**src/rtl/acc_tile_sequencer.sv**
```systemverilog
// acc_tile_sequencer: clear/accumulate/present control for one accumulator tile.
// Optional ACC_SEQ_STALL_CNT_EN adds stall_cnt_o (upstream/downstream stall cycles).
module acc_tile_sequencer #(
    parameter int CNT_W = 8
) (
    input  logic             clk,
    input  logic             rst_n,
    input  logic             start_i,
    input  logic [CNT_W-1:0] cfg_len_i,
    input  logic             abort_i,
    input  logic             in_valid_i,
    output logic             in_ready_o,
    output logic             acc_clr_o,
    output logic             acc_en_o,
    output logic             out_valid_o,
    input  logic             out_ready_i,
    output logic             busy_o,
    output logic             done_o,
    output logic             len_err_o,
`ifdef ACC_SEQ_STALL_CNT_EN
    output logic [15:0]      stall_cnt_o,
`endif
    output logic [CNT_W-1:0] beat_cnt_o
);
    typedef enum logic [1:0] {IDLE, CLEAR, ACCUM, OUT} state_e;

    state_e           state_q;
    logic [CNT_W-1:0] len_q, beat_cnt_q;
    logic             done_q, len_err_q;
    logic             go;

    assign go = state_q == IDLE && start_i && cfg_len_i != '0;

    // Handshake outputs decode from registered state; abort only suppresses the load.
    assign in_ready_o  = state_q == ACCUM;
    assign acc_clr_o   = state_q == CLEAR;
    assign acc_en_o    = state_q == ACCUM && in_valid_i && !abort_i;
    assign out_valid_o = state_q == OUT;
    assign busy_o      = state_q != IDLE;
    assign done_o      = done_q;
    assign len_err_o   = len_err_q;
    assign beat_cnt_o  = beat_cnt_q;

    always_ff @(posedge clk or negedge rst_n) begin
        if (!rst_n) begin
            state_q    <= IDLE;
            len_q      <= '0;
            beat_cnt_q <= '0;
            done_q     <= 1'b0;
            len_err_q  <= 1'b0;
        end else begin
            done_q    <= 1'b0;
            len_err_q <= 1'b0;
            if (abort_i && state_q != IDLE) begin
                state_q    <= IDLE;
                beat_cnt_q <= '0;
            end else begin
                case (state_q)
                    IDLE: begin
                        if (go) begin
                            len_q      <= cfg_len_i;
                            beat_cnt_q <= '0;
                            state_q    <= CLEAR;
                        end else if (start_i) begin
                            len_err_q <= 1'b1;
                        end
                    end
                    CLEAR: state_q <= ACCUM;
                    ACCUM: begin
                        if (in_valid_i) begin
                            beat_cnt_q <= beat_cnt_q + CNT_W'(1);
                            if (beat_cnt_q == len_q - CNT_W'(1)) state_q <= OUT;
                        end
                    end
                    OUT: begin
                        if (out_ready_i) begin
                            done_q  <= 1'b1;
                            state_q <= IDLE;
                        end
                    end
                    default: state_q <= IDLE;
                endcase
            end
        end
    end

`ifdef ACC_SEQ_STALL_CNT_EN
    logic [15:0] stall_q, stall_d;
    logic        stall_inc;

    assign stall_inc   = (state_q == ACCUM && !in_valid_i) || (state_q == OUT && !out_ready_i);
    assign stall_d     = go ? 16'h0 : (stall_inc && stall_q != 16'hFFFF) ? stall_q + 16'h1 : stall_q;
    assign stall_cnt_o = stall_q;

    always_ff @(posedge clk or negedge rst_n) begin
        if (!rst_n) stall_q <= 16'h0;
        else        stall_q <= stall_d;
    end
`endif
endmodule

```
**config.mk**
```make
export PLATFORM = sky130hd
export DESIGN_NAME = acc_tile_sequencer
export DESIGN_NICKNAME = d
export VERILOG_FILES = /design/src/rtl/acc_tile_sequencer.sv
export SDC_FILE = /design/constraint.sdc
export NUM_CORES = 1
export LEC_CHECK = 0
export BUFFER_PORTS_ARGS = -buffer_cell sky130_fd_sc_hd__buf_4
export CAP_MARGIN = 20
export CORE_MARGIN = 5
export CORE_UTILIZATION = 45
export CTS_BUF_LIST = sky130_fd_sc_hd__clkbuf_16
export CTS_CLUSTER_DIAMETER = 120
export DETAILED_ROUTE_END_ITERATION = 6
export GPL_TIMING_DRIVEN = 0
export PLACE_DENSITY_LB_ADDON = 0.08
export REMOVE_ABC_BUFFERS = 1
export SLEW_MARGIN = 10
export SYNTH_ARGS = -nofsm -noshare
export SYNTH_HDL_FRONTEND = slang
export SYNTH_SLANG_ARGS = --single-unit
```
**constraint.sdc**
```tcl
create_clock -name clk -period 3.7 [get_ports clk]
set_input_delay 0.74 -clock clk [delete_from_list [all_inputs] [get_ports clk]]
set_output_delay 0.74 -clock clk [all_outputs]
set_load 0.02 [all_outputs]
```
==> results.txt <==
----------------------------------------------------
[Clock tree]
  Clock tree from TritonCTS ... built
  Hold-fix buffer count after cts ... 0
  CTS resizes ... 0
  Total CTS buffers ... 3
  Sink count of the clock tree ... 20
  H-tree depth ... 1
  Clock-pin slew on the worst setup and hold paths ... 0.06 ns
  Later-pin clock latency in the skew report ... between 0.2 and 0.3 ns
  Clock Tree Root ... sky130_fd_sc_hd__clkbuf_16
  Maximum buffer depth of the clock tree ... 2
  Buffer count from post-CTS setup fixing ... 0

[Cells and area]
  Highest-count cells in the layout ignoring fill and taps ... sky130_fd_sc_hd__buf_4 (28), sky130_fd_sc_hd__dfrtp_1 (20), sky130_fd_sc_hd__nand2_1 (16), sky130_fd_sc_hd__inv_1 (9), sky130_fd_sc_hd__o21ai_1 (9)
  Number of standard cells in the final layout excluding fillers ... just over 200
  Count of nets after finishing ... roughly 200
  Antenna diode count ... 0
  Utilization after layout ... 0.584
  Share of post-route cells with drive strength above 1 ... 0.230
  Growth of design area from synthesis to finish ... 22.2%
  Fillers ... 260
  Most common library cell in the layout ignoring fill and taps ... sky130_fd_sc_hd__buf_4

[Detailed routing]
  Routed vias/inst ... 5.51
  Wire length per cell ... 15.1 µm
  Number of vias in the routed layout ... between 1000 and 1500
  Total wire length after detailed routing ... approximately 3100 µm
  First-pass detailed-route iteration total ... 4
  Antenna Nets Post-Route ... 0
  DRC marker count from the first detailed-route iteration ... between 50 and 60
  DRC violation count after routing ... 0

[Worst setup path]
  Critical setup path kind ... reg -> out
  Element type at the critical path end ... output pin
  Type of origin of the critical path ... flop
  Required @ worst endpoint ... a little under 3 ns
  Data arrival time of the worst path ... around 1.6 ns
  Register-to-register path setup slack ... around 1.6 ns
  Crit-path max FO ... 7

[Global routing]
  Wire length of the first global-routing pass ... approximately 5300 µm
  Total overflow reported by the global router ... 0
  Maximum number of pins on one net before global-route repair ... 21
  Antenna violations before repair ... 0
  GRT Resource Usage Total ... 0.158
  Vias in the first global route ... roughly 1200

[Timing]
  Transition time at the pin with the least slew margin ... 0.878 ns
  Slew margin rel. ... 0.414
  Final number of hold-violating endpoints ... 0
  Worst Clk Skew ... 0.00343 ns
  Post-layout minimum cycle time ... ~2.3 ns
  Total negative setup slack ... 0 ns
  Setup repair after global routing missed its margin ... no
  Portion of the clock cycle consumed by the worst path in the final layout ... 0.632
  Slew Limit Fails ... 0
  Finish-stage setup viols ... 0
  Hold slack final ... ~0.37 ns
  Timing-limited maximum frequency ... 427 MHz

[Die]
  Floorplan die area ... approximately 4200 µm²
  Number of top-level design ports ... 29
  Floorplan Core Area ... between 2000 and 3000 µm²
  Effective utilization at floorplan ... 0.478
  Horizontal die dimension ... 64.8 µm
  Rows ... 19
  Y dimension of the die ... approximately 65 µm

[Yosys]
  Synthesized area per cell ... 9.20 µm²
  Synthesized area ... 1350 µm²
  Commonest register cell after synthesis ... sky130_fd_sc_hd__dfrtp_1
  Count of synthesis-stage warnings from yosys ... 0
  Number of cells produced by synthesis ... ~150
  Register bit count reported by yosys ... 20
  Number of enable flip-flop cells after synthesis ... 0
  Post-synth ARST share ... 1.00
  Share of the yosys chip area belonging to registers ... 0.370
  Unique masters post-synth ... 43

[Worst hold path]
  Worst Hold Class ... in -> async

[Placed design]
  Port Buf Inserts ... 28
  Routability congestion estimate from global placement ... roughly 0.83
  Half-perimeter wire length of the detailed placement result ... 2350 µm
  Placed cell count ... 201

[Flow run]
  Max-capacitance violation count ... 0

[Power]
  Leakage power ... slightly below 0.8 nW
  P per Cell Area ... between 700 and 800 nW/µm²
  VDD IR-drop max ... ~0.45 mV

[Run status]
  Outcome ... complete, no violations

----------------------------------------------------
-- path summary, 6_finish.rpt --
check	start	to	cells after the start
worst max-delay path	state_q[0]	acc_en_o	5
worst min-delay path	rst_n	len_q[7]	1
worst max register to register	state_q[1]	len_q[6]	5
worst min register to register	beat_cnt_o[7]	beat_cnt_o[7]	1
max in group asynchronous	rst_n	beat_cnt_o[6]	1
min in group clk	beat_cnt_o[7]	beat_cnt_o[7]	1
-- routing by layer --
layer  vias to the layer above  part of all wire  GRT usage
met5                         -                 0          0
met4                         0             0.015     0.0528
met3                         6             0.029     0.0294
met2                        18              0.49      0.262
met1                       533              0.47      0.207
li1                        572                 -          -
-- sequential cells by signal (all words and copies together) (netlist names) --
name	count
state_q	2
done_o	1
beat_cnt_o	8
len_err_o	1
len_q	8
-- cells by family after synthesis --
family,after synthesis,share of synthesized area
DFF,20,0.370
AOI/OAI and AO/OA,35,0.170
adders and majority gates,6,0.0555
and+or+nand+nor,55,0.242
buffers and inverters,15,0.0481
xor gates and xnor gates,10,0.0648
muxes,6,0.0490
-- worst max-delay path, cell delays in order, from the launching register on --
cell                      delay [ns]
sky130_fd_sc_hd__dfrtp_1        0.41
sky130_fd_sc_hd__inv_1          0.11
sky130_fd_sc_hd__ha_1           0.32
sky130_fd_sc_hd__inv_1          0.14
sky130_fd_sc_hd__nor3b_1        0.19
sky130_fd_sc_hd__buf_4          0.17
-- cells in the mapped netlist, drive strengths merged, types with 2 or more instances --
cell type,number,area (µm²)
mux2,5,56.3
nand3,5,25.0
inv,10,37.5
o31ai,3,22.5
nor2,6,22.5
o21bai,2,15.0
nand4,2,18.8
nor2b,3,18.8
and3,5,31.3
xor2,6,52.6
clkbuf,3,11.3
dfrtp,20,500
nand2b,6,37.5
nand2,16,60.1
a31oi,2,18.8
nor3,3,20.0
buf,2,16.3
xnor2,4,35.0
a21oi,4,20.0
nor4,4,58.8
ha,6,75.1
o21ai,16,80.1
or2,2,12.5
-- where the power goes --
| part | switching (mW) | internal, mW |
|---|---|---|
| combinational | 0.322 | 0.245 |
| clock | 0.0829 | 0.144 |
| sequential | 0.0934 | 0.279 |
-- final cells by class --
type	instances	area [µm²]	share of cell area
Multi-Input combinational cell	112	787	0.476
Timing Repair Buffer	28	210	0.127
Sequential cell	20	500	0.303
Clock inverter	1	3.75	0.00227
Tap cell	31	38.8	0.0235
Inverter	10	37.5	0.0227
Clock buffer	3	75.1	0.0454
-- stage by stage --
stage	total power, mW	area, µm²	worst slack [ns]
floorplan	0.778	1330	1.46
global placement	0.920	1570	1.29
detailed placement	0.938	1570	1.28
CTS	1.17	1650	1.39
global route	1.26	1650	1.19
finish	1.17	1650	1.36
(Power assumes the default switching activity.)
